## src/rtl/perceptron_trainer_if.sv

```systemverilog
// Sample/result handshake bundle between a sample source and perceptron_trainer.
// The source side uses the master modport, the trainer the slave modport.
interface perceptron_trainer_if #(
  parameter int N_INPUTS = 16
);
  logic                sample_valid;
  logic                sample_ready;
  logic [N_INPUTS-1:0] sample_x;
  logic                sample_label;
  logic                train_en;
  logic                result_valid;
  logic                result_pred;
  logic                result_miss;

  modport master (
    output sample_valid, sample_x, sample_label, train_en,
    input  sample_ready, result_valid, result_pred, result_miss
  );

  modport slave (
    input  sample_valid, sample_x, sample_label, train_en,
    output sample_ready, result_valid, result_pred, result_miss
  );
endinterface

```

## src/rtl/perceptron_trainer.sv

```systemverilog
// Sequential perceptron trainer: evaluates one weight per cycle, then applies the
// saturating perceptron rule on a trained mispredict. Optional: PERCEPTRON_ERRCNT_EN.
module perceptron_trainer #(
  parameter int N_INPUTS = 16,
  parameter int WEIGHT_W = 8,
  parameter int LR       = 1
) (
  input  logic                              clk,
  input  logic                              rst_n,
  perceptron_trainer_if.slave               smp,
  output logic                              busy,
  input  logic [$clog2(N_INPUTS)-1:0]       rd_idx,
  output logic signed [WEIGHT_W-1:0]        rd_weight,
  output logic signed [WEIGHT_W-1:0]        bias,
  output logic [15:0]                       err_count,
  input  logic                              err_clr
);

  localparam int IDX_W = $clog2(N_INPUTS);
  localparam int CNT_W = $clog2(N_INPUTS + 1);
  localparam int ACC_W = WEIGHT_W + CNT_W;
  localparam logic [CNT_W-1:0] LAST_EVAL = CNT_W'(N_INPUTS - 1);
  localparam logic [CNT_W-1:0] LAST_UPD  = CNT_W'(N_INPUTS);
  localparam logic signed [WEIGHT_W:0] STEP  = (WEIGHT_W+1)'(LR);
  localparam logic signed [WEIGHT_W:0] W_MAX = (WEIGHT_W+1)'((1 << (WEIGHT_W - 1)) - 1);
  localparam logic signed [WEIGHT_W:0] W_MIN = -W_MAX - (WEIGHT_W+1)'(1);

  typedef enum logic [1:0] {IDLE, EVAL, DECIDE, UPDATE} state_t;

  state_t                     state, state_nxt;
  logic [CNT_W-1:0]           idx;
  logic [IDX_W-1:0]           sel;
  logic [N_INPUTS-1:0]        x_q;
  logic                       label_q;
  logic                       train_q;
  logic signed [ACC_W-1:0]    acc, acc_nxt;
  logic signed [WEIGHT_W-1:0] w [N_INPUTS];
  logic                       accept;

  // One learning step toward the label, clamped to the signed weight range.
  function automatic logic signed [WEIGHT_W-1:0] sat_step(
    input logic signed [WEIGHT_W-1:0] v,
    input logic                       up
  );
    logic signed [WEIGHT_W:0] s;
    s = up ? {v[WEIGHT_W-1], v} + STEP : {v[WEIGHT_W-1], v} - STEP;
    if (s > W_MAX)      return W_MAX[WEIGHT_W-1:0];
    else if (s < W_MIN) return W_MIN[WEIGHT_W-1:0];
    else                return s[WEIGHT_W-1:0];
  endfunction

  assign sel    = idx[IDX_W-1:0];
  assign accept = smp.sample_valid && smp.sample_ready;

  // NOTE: every always_comb output gets a default first, so no path can infer a latch.
  always_comb begin
    acc_nxt = acc;
    if (x_q[sel]) acc_nxt = acc + ACC_W'(w[sel]);
  end

  always_ff @(posedge clk) begin
    if (!rst_n) state <= IDLE;
    else        state <= state_nxt;
  end

  always_comb begin
    state_nxt = state;
    case (state)
      IDLE:    if (accept) state_nxt = EVAL;
      EVAL:    if (idx == LAST_EVAL) state_nxt = DECIDE;
      DECIDE:  state_nxt = (smp.result_miss && train_q) ? UPDATE : IDLE;
      UPDATE:  if (idx == LAST_UPD) state_nxt = IDLE;
      default: state_nxt = IDLE;
    endcase
  end

  always_comb begin
    smp.sample_ready = (state == IDLE);
    smp.result_valid = (state == DECIDE);
    busy             = (state != IDLE);
  end

  // Prediction is registered on the last EVAL edge so it is stable while result_valid is high.
  always_ff @(posedge clk) begin
    if (!rst_n) begin
      idx             <= '0;
      x_q             <= '0;
      label_q         <= 1'b0;
      train_q         <= 1'b0;
      acc             <= '0;
      bias            <= '0;
      rd_weight       <= '0;
      smp.result_pred <= 1'b0;
      smp.result_miss <= 1'b0;
      // NOTE: the weight array is reset explicitly; a reset must discard all training.
      for (int i = 0; i < N_INPUTS; i++) w[i] <= '0;
    end else begin
      // NOTE: sequential state uses non-blocking assignments, so a same-cycle update reads back stale.
      rd_weight <= (int'(rd_idx) < N_INPUTS) ? w[rd_idx] : '0;
      case (state)
        IDLE: if (accept) begin
          x_q     <= smp.sample_x;
          label_q <= smp.sample_label;
          train_q <= smp.train_en;
          acc     <= ACC_W'(bias);
          idx     <= '0;
        end
        EVAL: begin
          acc <= acc_nxt;
          idx <= idx + CNT_W'(1);
          if (idx == LAST_EVAL) begin
            smp.result_pred <= ~acc_nxt[ACC_W-1];
            smp.result_miss <= ~acc_nxt[ACC_W-1] ^ label_q;
          end
        end
        DECIDE: idx <= '0;
        UPDATE: begin
          idx <= idx + CNT_W'(1);
          if (idx == LAST_UPD)  bias   <= sat_step(bias, label_q);
          else if (x_q[sel])    w[sel] <= sat_step(w[sel], label_q);
        end
        default: idx <= '0;
      endcase
    end
  end

`ifdef PERCEPTRON_ERRCNT_EN
  always_ff @(posedge clk) begin
    if (!rst_n)
      err_count <= '0;
    else if (err_clr)
      err_count <= '0;
    else if (state == DECIDE && smp.result_miss && err_count != 16'hFFFF)
      err_count <= err_count + 16'd1;
  end
`else
  logic unused_err_clr;
  assign unused_err_clr = err_clr;
  assign err_count      = '0;
`endif

endmodule

```

## src/flat_wrapper.sv

```systemverilog
// flat-port wrapper written by rule: the top's interface ports become plain ports
module perceptron_trainer_flat 
#(
  parameter int N_INPUTS = 16,
  parameter int WEIGHT_W = 8,
  parameter int LR       = 1
)
  (clk, rst_n, busy, rd_idx, rd_weight, bias, err_count, err_clr, smp_sample_valid, smp_sample_x, smp_sample_label, smp_train_en, smp_sample_ready, smp_result_valid, smp_result_pred, smp_result_miss);
  perceptron_trainer_if #(.N_INPUTS(N_INPUTS)) smp_i ();
  input  logic clk;
  input  logic rst_n;
  output logic busy;
  input  logic [$clog2(N_INPUTS)-1:0] rd_idx;
  output logic signed [WEIGHT_W-1:0] rd_weight;
  output logic signed [WEIGHT_W-1:0] bias;
  output logic [15:0] err_count;
  input  logic err_clr;
  input wire logic [$bits(smp_i.sample_valid)-1:0] smp_sample_valid;
  input wire logic [$bits(smp_i.sample_x)-1:0] smp_sample_x;
  input wire logic [$bits(smp_i.sample_label)-1:0] smp_sample_label;
  input wire logic [$bits(smp_i.train_en)-1:0] smp_train_en;
  output wire logic [$bits(smp_i.sample_ready)-1:0] smp_sample_ready;
  output wire logic [$bits(smp_i.result_valid)-1:0] smp_result_valid;
  output wire logic [$bits(smp_i.result_pred)-1:0] smp_result_pred;
  output wire logic [$bits(smp_i.result_miss)-1:0] smp_result_miss;
  assign smp_i.sample_valid = smp_sample_valid;
  assign smp_i.sample_x = smp_sample_x;
  assign smp_i.sample_label = smp_sample_label;
  assign smp_i.train_en = smp_train_en;
  assign smp_sample_ready = smp_i.sample_ready;
  assign smp_result_valid = smp_i.result_valid;
  assign smp_result_pred = smp_i.result_pred;
  assign smp_result_miss = smp_i.result_miss;
  perceptron_trainer #(.N_INPUTS(N_INPUTS), .WEIGHT_W(WEIGHT_W), .LR(LR)) u_core (.clk(clk), .rst_n(rst_n), .smp(smp_i), .busy(busy), .rd_idx(rd_idx), .rd_weight(rd_weight), .bias(bias), .err_count(err_count), .err_clr(err_clr));
endmodule
```

## config.mk

```make
export PLATFORM = sky130hd
export DESIGN_NAME = perceptron_trainer_flat
export DESIGN_NICKNAME = d
export VERILOG_FILES = /design/src/rtl/perceptron_trainer_if.sv /design/src/rtl/perceptron_trainer.sv /design/src/flat_wrapper.sv
export SDC_FILE = /design/constraint.sdc
export NUM_CORES = 1
export LEC_CHECK = 0
export ABC_CLOCK_PERIOD_IN_PS = 4450
export CORE_MARGIN = 5
export CORE_UTILIZATION = 54
export CTS_CLUSTER_SIZE = 16
export DETAILED_ROUTE_END_ITERATION = 12
export PLACE_DENSITY = 0.87
export SLEW_MARGIN = 0
export SYNTH_ARGS = -nofsm -noshare
export SYNTH_HDL_FRONTEND = slang
export SYNTH_SLANG_ARGS = --single-unit
```

## constraint.sdc

```tcl
create_clock -name clk -period 4.45 [get_ports clk]
set_input_delay 1.335 -clock clk [delete_from_list [all_inputs] [get_ports clk]]
set_output_delay 1.335 -clock clk [all_outputs]
set_load 0.02 [all_outputs]
```

==> metrics.md, run 1 <==
| Metric | Value |
|---|---|
| Status | `finished clean` |
| TNS Setup | `0 ns` |
| Final Cycle Share | `0.953` |
| Seq/Total Area, Yosys | `0.483` |
| Initial core utilization | `0.553` |
| Synth area leaders | `edfxtp_1 37%, mux4_2 18%, dfxtp_1 11%, nor2_1 5.5%, ha_1 4.2%` |
| Minimum clock period | `4.24 ns` |
| Clk_skew | `~0.010 ns` |
| Number of synthesized register bits | `188` |
| Max Cap Viol | `0` |
| Design area | `about 12000 um2` |
| Mux cell area share after synthesis | `0.184` |
| Fillers | `1395` |
| Mean Syn Cell Area | `between 10 and 15 um2` |
| Final hold slack | `0.466 ns` |
| Die Ht | `approximately 150 um` |
| Global-route wire length before repair | `40000 um` |
| CP Capture Type | `flop` |
| Die Area | `roughly 22000 um2` |
| Root Buffer | `clkbuf_16` |
| RSZ-0062 raised after global routing | `false` |
| First drt pass iteration count | `7` |
| Total GRT Usage | `0.233` |
| Detailed Place HPWL | `between 15000 and 20000 um` |
| Syn Inst Count | `896` |
| Slew @ Worst Pin | `about 0.9 ns` |
| Biggest area consumer among synthesized cells | `edfxtp_1` |
| Reg area | `~5000 um2` |
| Post-synth top flop | `edfxtp_1` |
| Final nets | `between 900 and 1000` |
| Post-place setup slack | `about 0.23 ns` |
| Placed Area | `about 11000 um2` |
| Routed WL | `around 25000 um` |
| Latest clock arrival within the worst-skew pair | `approximately 0.44 ns` |
| Vias in the first global route | `7568` |
| Leakage | `between 4 and 5 nW` |
| P&R area growth vs syn | `11.7%` |
| HP Start | `u_core.x_q[14]` |
| Final slew viol count | `0` |
| Core footprint | `between 15000 and 20000 um2` |
| CP arrival | `roughly 4.5 ns` |
| Layout Utilization | `0.617` |
| Final ANT Viol Nets | `0` |
| Setup ws final | `about 0.21 ns` |
| Yosys warnings | `0` |
| CTS tree | `done` |
| Worst-path clk slew | `about 0.07 ns` |
| 1st-iter DRT viols | `928` |
| Synth Area in XOR/XNOR | `0.0201` |
| Crit path required time | `roughly 4.7 ns` |
| Multi-input logic area | `5040 um2` |
| Port buffer count | `45` |
| Pwr Density | `around 360 nW/um2` |
| Synth Area in Simple Gates | `0.146` |
| Layout cells sized above 1 | `0.160` |
| Complex-gate fraction of the synthesized area | `0.0788` |
| Inserted Diodes | `0` |
| FF-to-FF path depth | `13` |
| CTS buffer count | `17` |
| CP max FO | `32` |
| Post-synth top area share | `0.368` |
| Routed vias | `between 7000 and 8000` |
| HP Class | `reg -> reg` |
| Gpl congestion | `between 0.8 and 0.9` |
| Fmax | `between 200 and 250 MHz` |
| Total gr overflow | `0` |
| Largest family of logic cells by synthesized area | `multiplexers` |
| Max IR drop VDD | `~0.0003 V` |
| End of the critical path | `u_core.w[9][1]` |
| R2R setup slack | `roughly 0.21 ns` |
| WS Path Type | `reg -> reg` |
| Die Width | `~150 um` |
| Htree depth | `4` |
| Synthesized area | `between 10000 and 15000 um2` |
| DR vias/cell | `between 6 and 7` |
| Final setup viols | `0` |
| Initial antenna violation count | `0` |
| Final hold vios | `0` |
| Max clock buf depth | `2` |
| Largest net degree at the start of global routing | `73` |
| Post-synth EDFFs | `around 130` |
| R2R Path End | `u_core.w[9][1]` |
| Adder-cell share of the synthesized area | `0.0477` |
| Share of flip-flops with an asynchronous set or reset | `0` |
| Clk sinks | `between 150 and 200` |
| # IOs | `63` |
| Row count | `50` |
| Wirelength per Cell | `21.0 um` |
| Yosys cell types | `55` |
| Crit start category | `flop` |
| Worst relative slew slack | `0.398` |
| # DRC | `0` |
-- cell usage after synthesis, types with 4 or more instances --
cell type	number
a21boi_0	27
a21o_1	4
a21oi_1	26
a22oi_1	8
and2_1	15
buf_1	8
buf_2	7
buf_4	20
clkbuf_1	37
dfxtp_1	60
edfxtp_1	128
ha_1	35
inv_1	18
mux4_2	84
nand2_1	105
nand2b_1	6
nand3_1	25
nor2_1	153
nor2_4	4
nor2b_1	12
nor3_1	7
o21a_1	7
o21ai_0	25
o221a_2	4
or3_1	4
xnor2_1	12
xor2_1	12
-- stage by stage --
stage          total power [mW]  std cells
2_1_floorplan              2.52        911
3_3_place_gp               2.68       1159
3_5_place_dp               2.71       1159
4_1_cts                    4.24       1191
5_1_grt                    4.39       1191
6_report                   4.25       1191
-- per-layer routing --
metal | vias to the layer above | track usage | wire, um
met2 | 465 | 0.402 | 12700
met3 | 70 | 0.0529 | 2470
met5 | - | 0 | 0
met4 | 0 | 0.0952 | 931
met1 | 3595 | 0.285 | 8940
li1 | 3304 | - | -
-- cells in the final DEF, fill, tap and decap left out, drive strengths merged, types with 24 or more instances in the layout --
master and n:
nor2 157, edfxtp 128, a21oi 27, dfxtp 60, ha 35, o21ai 25
clkdlybuf4s50 43, nand2 105, mux4 84, a21boi 27, inv 24, nand3 25
-- where the power goes --
part	internal, mW	switching, mW
sequential	1.92	0.0402
clock	0.877	0.673
combinational	0.275	0.465
total	3.07	1.18
-- sequential cells by signal, indices dropped and copies added, names as in the netlist, named ones only --
register	cells
u_core.idx	5
u_core.train_q	1
u_core.x_q	16
u_core.smp.result_miss	1
u_core.rd_weight	8
u_core.label_q	1
u_core.smp.result_pred	1
u_core.acc	13
u_core.w	128
u_core.state	2
u_core.bias	8
-- cell families (layout without fill, tap and decap cells) --
family                   after synthesis  count (layout)
AND/OR/NAND/NOR                      347             347
buffers and inverters                 90             110
flip-flops                           188             188
adder cells (fa/ha/maj)               38              38
other                                  1              16
multiplexers                          87              87
XOR/XNOR                              24              24
AO/OA/AOI/OAI                        121             121
-- worst min-delay path by stage --
stage | end | slack, ns | cells past startpoint
3_3_place_gp | u_core.x_q[12] | 0.45 | 2
3_5_place_dp | u_core.x_q[2] | 0.46 | 2
4_1_cts | u_core.x_q[2] | 0.47 | 2
5_1_grt | u_core.smp.result_pred | 0.49 | 2
2_1_floorplan | u_core.x_q[10] | 0.44 | 2
6_report | u_core.x_q[14] | 0.47 | 2
-- worst max-delay path, cell delays in order (launching register included) --
cell and delay, ns:
dfxtp_2 0.34, buf_12 0.25, mux4_2 0.60, mux4_2 0.59, ha_1 0.42, nand3_1 0.13, a21boi_0 0.24, o21a_1 0.15
nor2_1 0.07, o21ai_1 0.30, nand2b_1 0.22, buf_4 0.25, nand3_1 0.23, nor2_1 0.24
-- area by class of cell --
class                      instances  area share
multi-input combinational        633       0.432
tap                              260      0.0279
sequential                       188       0.433
inverter                          18     0.00579
timing repair buffer              60      0.0496
clock inverter                     9     0.00697
clock buffer                      23      0.0452
-- what timing repair did --
item                       in CTS  in global routing
setup endpoints to repair       0                 18
gates resized for setup         0                  1
buffers inserted                0                  0
hold buffers                    0                  0
No activity file was read; power rests on OpenSTA's default activity.
==> run 2: changes to the inputs <==
--- a/config.mk
+++ b/config.mk
@@ -5,12 +5,13 @@
 export SDC_FILE = /design/constraint.sdc
 export NUM_CORES = 1
 export LEC_CHECK = 0
-export ABC_CLOCK_PERIOD_IN_PS = 4450
+export ABC_CLOCK_PERIOD_IN_PS = 5400
 export CORE_MARGIN = 5
-export CORE_UTILIZATION = 54
+export CORE_UTILIZATION = 55
 export CTS_CLUSTER_SIZE = 16
 export DETAILED_ROUTE_END_ITERATION = 12
-export PLACE_DENSITY = 0.87
+export PLACE_DENSITY = 0.86
+export SKIP_CTS_REPAIR_TIMING = 1
 export SLEW_MARGIN = 0
 export SYNTH_ARGS = -nofsm -noshare
 export SYNTH_HDL_FRONTEND = slang
==> constraint.sdc (replaced) <==
create_clock -name clk -period 5.4 [get_ports clk]
set_input_delay 1.62 -clock clk [delete_from_list [all_inputs] [get_ports clk]]
set_output_delay 1.62 -clock clk [all_outputs]
set_load 0.02 [all_outputs]
==> metrics.md, run 2 (synthesis gave the netlist of run 1 again) <==
| Metric | Value |
|---|---|
| Buf/Inv on CP | `2 (unchanged)` |
| DR vias/cell | `6.38 (was 6.24)` |
| Die Width | `148 um (was 149 um)` |
| Switching pwr | `962 uW (was 1.18 mW)` |
| Crit path max-delay family | `compound AO/OA/AOI/OAI gates (was multiplexers)` |
| Routed vias | `7402 (was 7434)` |
| Clk_skew | `0.0109 ns (was 0.0102 ns)` |
| Registers with the most flip-flops | `u_core.w (128), u_core.x_q (16), u_core.acc (13) (unchanged)` |
| Detailed Place HPWL | `17200 um (about the same)` |
| Die Ht | `148 um (was 149 um)` |
| Root Buffer | `clkbuf_16 (unchanged)` |
| Final hold slack | `0.462 ns (was 0.466 ns)` |
| # DRC | `0 (unchanged)` |
| Most frequent cells in the layout | `153 x nor2_1, 128 x edfxtp_1, 105 x nand2_1, 84 x mux4_2, 59 x dfxtp_1 (unchanged)` |
| Latest clock arrival within the worst-skew pair | `0.45 ns (was 0.44 ns)` |
| Biggest register | `u_core.w (unchanged)` |
| Fmax | `225 MHz (was 236 MHz)` |
| WL met1 | `8920 um (was 8940 um)` |
| HP Class | `reg -> reg (unchanged)` |
| R2R Path End | `u_core.w[4][1] (was u_core.w[9][1])` |
| Htree depth | `4 (unchanged)` |
| Global-route wire length before repair | `40300 um (was 40000 um)` |
| Max Cap Viol | `0 (unchanged)` |
| Total gr overflow | `0 (unchanged)` |
| Gpl congestion | `0.869 (about the same)` |
| Sw Share | `0.282 (was 0.277)` |
| Crit path required time | `5.55 ns (was 4.72 ns)` |
| RSZ-0062 raised after global routing | `false (unchanged)` |
| R2R setup slack | `0.96 ns (was 0.21 ns)` |
| Slew @ Worst Pin | `0.964 ns (was 0.900 ns)` |
| Inserted Diodes | `0 (unchanged)` |
| Core footprint | `18700 um2 (was 18900 um2)` |
| Max clock buf depth | `2 (unchanged)` |
| WS Path Type | `reg -> reg (unchanged)` |
| Worst-path clk slew | `0.07 ns (about the same)` |
| Final hold vios | `0 (unchanged)` |
| Wirelength per Cell | `21.6 um (was 21.0 um)` |
| First drt pass iteration count | `5 (was 7)` |
| Row count | `50 (unchanged)` |
| CP Capture Type | `flop (unchanged)` |
| Pwr Density | `296 nW/um2 (was 365 nW/um2)` |
| Top Metal Used | `met4 (unchanged)` |
| Max reg flops | `128 (unchanged)` |
| CP max FO | `32 (unchanged)` |
| CTS tree | `done (unchanged)` |
| Initial antenna violation count | `0 (unchanged)` |
| Setup ws final | `0.960 ns (was 0.211 ns)` |
| WP depth | `12 (was 13)` |
| Post-place setup slack | `1.10 ns (was 0.228 ns)` |
| Crit start category | `flop (unchanged)` |
| Final setup viols | `0 (unchanged)` |
| Crit-path max cell delay | `0.71 ns (was 0.60 ns)` |
| Hold Path Sink | `u_core.x_q[11] (was u_core.x_q[14])` |
| CP arrival | `4.59 ns (was 4.51 ns)` |
| Layout Utilization | `0.616 (was 0.617)` |
| Routed WL | `25100 um (was 25000 um)` |
| Worst relative slew slack | `0.355 (was 0.398)` |
| HP Start | `u_core.x_q[11] (was u_core.x_q[14])` |
| CP cell instances | `buf_12, mux4_2, mux4_2, ha_1, a21oi_1, a21boi_0, o21a_1, nor2_1, o21ai_1, buf_4, o211ai_2, nor2_1 (was buf_12, mux4_2, mux4_2, ha_1, nand3_1, a21boi_0, o21a_1, nor2_1, o21ai_1, nand2b_1, buf_4, nand3_1, nor2_1)` |
| Final slew viol count | `0 (unchanged)` |
| Final Cycle Share | `0.822 (was 0.953)` |
| Clk pwr share | `0.350 (was 0.364)` |
| FF-to-FF path depth | `12 (was 13)` |
| Minimum clock period | `4.44 ns (was 4.24 ns)` |
| Total GRT Usage | `0.239 (was 0.233)` |
| Clk sinks | `188 (unchanged)` |
| P&R area growth vs syn | `10.4% (was 11.7%)` |
| Vias in the first global route | `7436 (was 7568)` |
| Max IR drop VDD | `0.000267 V (was 0.000306 V)` |
| Wire length on met2 | `12600 um (was 12700 um)` |
| Initial core utilization | `0.558 (was 0.553)` |
| Most common cell after layout, fill and taps aside | `nor2_1 (unchanged)` |
| Layout cells sized above 1 | `0.152 (was 0.160)` |
| CTS buffer count | `17 (unchanged)` |
| Met3 WL | `2530 um (was 2470 um)` |
| Sequential power share | `0.475 (was 0.461)` |
| CP max stage cell | `o211ai_2 (was mux4_2)` |
| Final ANT Viol Nets | `0 (unchanged)` |
| Port buffer count | `45 (unchanged)` |
| Hold Path Depth | `2 (unchanged)` |
| Final nets | `978 (was 982)` |
| Total power | `3.41 mW (was 4.25 mW)` |
| # IOs | `63 (unchanged)` |
| Largest net degree at the start of global routing | `73 (unchanged)` |
| Status | `finished clean (unchanged)` |
| Die Area | `21800 um2 (was 22200 um2)` |
| 1st-iter DRT viols | `795 (was 928)` |
| Leakage | `4.30 nW (was 4.35 nW)` |
| Comb power frac | `0.175 (was 0.174)` |
| TNS Setup | `0 ns (unchanged)` |
| P_int | `2.45 mW (was 3.07 mW)` |
run 2: worst reg2reg max path, delay by kind of cell, from the launching register on:
| kind | cells | cell delay, ns |
|---|---|---|
| AO/OA/AOI/OAI | 5 | 1.39 |
| adder cells (fa/ha/maj) | 1 | 0.38 |
| buffers and inverters | 2 | 0.50 |
| flip-flops | 1 | 0.34 |
| multiplexers | 2 | 1.21 |
| AND/OR/NAND/NOR | 2 | 0.36 |
run 2: metal layers:
metal	up-vias	GRT usage
met5	-	0
li1	3295	-
met4	0	0.105
met3	83	0.0533
met2	457	0.396
met1	3567	0.303
run 2: how the worst max path moves through the flow:
stage | startpoint | slack [ns] | to
after CTS | flop | 1.04 | u_core.w[4][1]
after detailed placement | flop | 1.10 | u_core.w[4][1]
after global placement | flop | 1.26 | u_core.w[13][4]
final | flop | 0.96 | u_core.w[4][1]
after global routing | flop | 0.71 | u_core.w[4][1]
after floorplan | flop | 0.71 | u_core.w[0][2]
run 2: area by class of cell:
type | count | area, um2
flip-flops and latches | 188 | 5050
clock buffers | 23 | 490
repair buffers | 56 | 536
inverters | 18 | 67.6
clock inverters | 9 | 63.8
multi-input cells | 633 | 5030
fillers | 1342 | 7170
well taps | 234 | 293
run 2: per-stage QoR:
step	cell area, um2	instances
final	11500	1161
after global routing	11500	1161
after CTS	11500	1161
after detailed placement	11000	1129
after global placement	11000	1129
after floorplan	10500	911
run 2: power groups by stage:
stage | clock, mW | sequential, mW | combinational (mW)
after floorplan | 0 | 1.64 | 0.443
after global placement | 0 | 1.64 | 0.562
after detailed placement | 0 | 1.65 | 0.583
after CTS | 1.19 | 1.62 | 0.589
after global routing | 1.26 | 1.62 | 0.643
final | 1.19 | 1.62 | 0.598
==> run 3: changes to the inputs <==
--- a/config.mk
+++ b/config.mk
@@ -5,7 +5,7 @@
 export SDC_FILE = /design/constraint.sdc
 export NUM_CORES = 1
 export LEC_CHECK = 0
-export ABC_CLOCK_PERIOD_IN_PS = 5400
+export ABC_CLOCK_PERIOD_IN_PS = 4310
 export CORE_MARGIN = 5
 export CORE_UTILIZATION = 55
 export CTS_CLUSTER_SIZE = 16
==> constraint.sdc (replaced) <==
create_clock -name clk -period 4.31 [get_ports clk]
set_input_delay 1.293 -clock clk [delete_from_list [all_inputs] [get_ports clk]]
set_output_delay 1.293 -clock clk [all_outputs]
set_load 0.02 [all_outputs]
==> metrics.md, run 3 (synthesis gave the netlist of run 1 again) <==
| Metric | Value |
|---|---|
| Status | `finished clean (unchanged)` |
| Registers with the most flip-flops | `u_core.w (128), u_core.x_q (16), u_core.acc (13) (unchanged)` |
| Top Metal Used | `met4 (unchanged)` |
| Crit path max-delay family | `multiplexers (was compound AO/OA/AOI/OAI gates)` |
| Final slew viol count | `0 (unchanged)` |
| Max clock buf depth | `2 (unchanged)` |
| Most common cell after layout, fill and taps aside | `nor2_1 (unchanged)` |
| Crit path top cell by count | `mux4_2` |
| First drt pass iteration count | `8 (was 5)` |
| Die Width | `148 um (unchanged)` |
| Final setup viols | `0 (unchanged)` |
| Wire length on met2 | `12800 um (was 12600 um)` |
| Fillers | `1323 (was 1342)` |
| Port buffer count | `45 (unchanged)` |
| Pwr Density | `368 nW/um2 (was 296 nW/um2)` |
| Most frequent cells in the layout | `152 x nor2_1, 128 x edfxtp_1, 105 x nand2_1, 84 x mux4_2, 59 x dfxtp_1 (was 153 x nor2_1, 128 x edfxtp_1, 105 x nand2_1, 84 x mux4_2, 59 x dfxtp_1)` |
| Layout cells sized above 1 | `0.168 (was 0.152)` |
| Inst Count DP | `1134 (was 1129)` |
| Clk_skew | `0.0105 ns (was 0.0109 ns)` |
| P&R area growth vs syn | `11.9% (was 10.4%)` |
| Worst-path clk slew | `0.07 ns (about the same)` |
| DR vias/cell | `6.40 (was 6.38)` |
| Row count | `50 (unchanged)` |
| Root Buffer | `clkbuf_16 (unchanged)` |
| Biggest register | `u_core.w (unchanged)` |
| Global-route wire length before repair | `40400 um (was 40300 um)` |
| Minimum clock period | `4.16 ns (was 4.44 ns)` |
| CTS tree | `done (unchanged)` |
| Final Cycle Share | `0.965 (was 0.822)` |
| Worst relative slew slack | `0.370 (was 0.355)` |
| Die Area | `21800 um2 (unchanged)` |
| Clk sinks | `188 (unchanged)` |
| Routed vias | `7490 (was 7402)` |
| CTS buffer count | `17 (unchanged)` |
| Crit-path max cell delay | `0.56 ns (was 0.71 ns)` |
| Final ANT Viol Nets | `0 (unchanged)` |
| Routed WL | `25400 um (was 25100 um)` |
| Fmax | `240 MHz (was 225 MHz)` |
| CP arrival | `4.32 ns (was 4.59 ns)` |
| Design area | `11700 um2 (was 11500 um2)` |
| HP Class | `reg -> reg (unchanged)` |
| Latest clock arrival within the worst-skew pair | `0.43 ns (was 0.45 ns)` |
| Multi-input logic area | `5080 um2 (was 5030 um2)` |
| Buf/Inv on CP | `1 (was 2)` |
| Placed Area | `11000 um2 (about the same)` |
| Inserted Diodes | `0 (unchanged)` |
| CP Capture Type | `flop (unchanged)` |
| Slew @ Worst Pin | `0.943 ns (was 0.964 ns)` |
| Reg area | `5050 um2 (unchanged)` |
| Max Cap Viol | `0 (unchanged)` |
| HP Start | `u_core.x_q[3] (was u_core.x_q[11])` |
| Total GRT Usage | `0.239 (about the same)` |
| Final nets | `987 (was 978)` |
| 1st-iter DRT viols | `698 (was 795)` |
| Total gr overflow | `0 (unchanged)` |
| Max IR drop VDD | `0.000306 V (was 0.000267 V)` |
| Initial antenna violation count | `0 (unchanged)` |
| Final hold vios | `0 (unchanged)` |
| Crit path required time | `4.47 ns (was 5.55 ns)` |
| CP max stage cell | `mux4_2 (was o211ai_2)` |
| Fin cells | `1170 (was 1161)` |
| Max reg flops | `128 (unchanged)` |
| Wirelength per Cell | `21.7 um (was 21.6 um)` |
| Htree depth | `4 (unchanged)` |
| Initial core utilization | `0.558 (unchanged)` |
| CP max FO | `16 (was 32)` |
| TNS Setup | `0 ns (unchanged)` |
| Crit start category | `flop (unchanged)` |
| Gpl congestion | `0.895 (was 0.869)` |
| Detailed Place HPWL | `17600 um (was 17200 um)` |
| Largest net degree at the start of global routing | `73 (unchanged)` |
| WS Path Type | `reg -> reg (unchanged)` |
| Core footprint | `18700 um2 (unchanged)` |
| WL met1 | `9070 um (was 8920 um)` |
| Die Ht | `148 um (unchanged)` |
| Met3 WL | `2440 um (was 2530 um)` |
| Vias in the first global route | `7478 (was 7436)` |
| Leakage | `4.36 nW (was 4.30 nW)` |
| CP cell instances | `buf_12, mux4_2, mux4_2, ha_1, a21oi_1, nand2_1, a31oi_1, a21oi_2, mux2i_1, and2b_4, nor2_4, nor2_1 (was buf_12, mux4_2, mux4_2, ha_1, a21oi_1, a21boi_0, o21a_1, nor2_1, o21ai_1, buf_4, o211ai_2, nor2_1)` |
| # IOs | `63 (unchanged)` |
| # DRC | `0 (unchanged)` |
==> run 3: changes by cell type in the layout (fill, tap and decap cells not counted), sizes merged <==
cell	delta
clkinvlp	-1
inv	+2
buf	+8
==> run 3: where the power goes <==
part / switching (mW) / internal [mW] / leakage [nW]
Sequential: 0.0431 / 1.99 / 1.81
Clock: 0.673 / 0.789 / 0.276
Combinational: 0.499 / 0.313 / 2.27
==> run 3: metrics by stage <==
stage | util | total power, mW | hold slack (ns) | setup WS [ns]
after floorplan | - | 2.61 | 0.440 | 0.0666
after global placement | 0.591 | 2.77 | 0.450 | 0.202
after detailed placement | 0.591 | 2.81 | 0.457 | -0.0228
after CTS | 0.619 | 4.25 | 0.467 | -0.0739
after global routing | 0.625 | 4.44 | 0.490 | -0.00166
final | 0.625 | 4.30 | 0.464 | 0.150
==> run 3: path summary, 6_finish.rpt <==
path | endpoint | slack (ns) | cells after the start
min | u_core.x_q[3] | 0.46 | 2
max reg2reg | u_core.w[4][4] | 0.15 | 12
min reg2reg | u_core.x_q[3] | 0.46 | 2
max | u_core.w[4][4] | 0.15 | 12
==> run 3: metal layers <==
metal  up-vias  track usage
met5         -            0
met4         0        0.108
met3        82       0.0500
met2       458        0.405
met1      3633        0.297
li1       3317            -
==> run 3: area by class of cell <==
class | count | share of cell area
clock buffers | 22 | 0.0407
flip-flops and latches | 188 | 0.432
inverters | 18 | 0.00578
multi-input cells | 633 | 0.435
repair buffers | 65 | 0.0563
clock inverters | 10 | 0.00557
well taps | 234 | 0.0251
==> run 3: worst register-to-register path, cell delays in order (launching register included) <==
cell and delay [ns]:
dfxtp_2 0.42, buf_12 0.21, mux4_2 0.55, mux4_2 0.56, ha_1 0.39, a21oi_1 0.26, nand2_1 0.10, a31oi_1 0.22
a21oi_2 0.10, mux2i_1 0.25, and2b_4 0.28, nor2_4 0.40, nor2_1 0.14
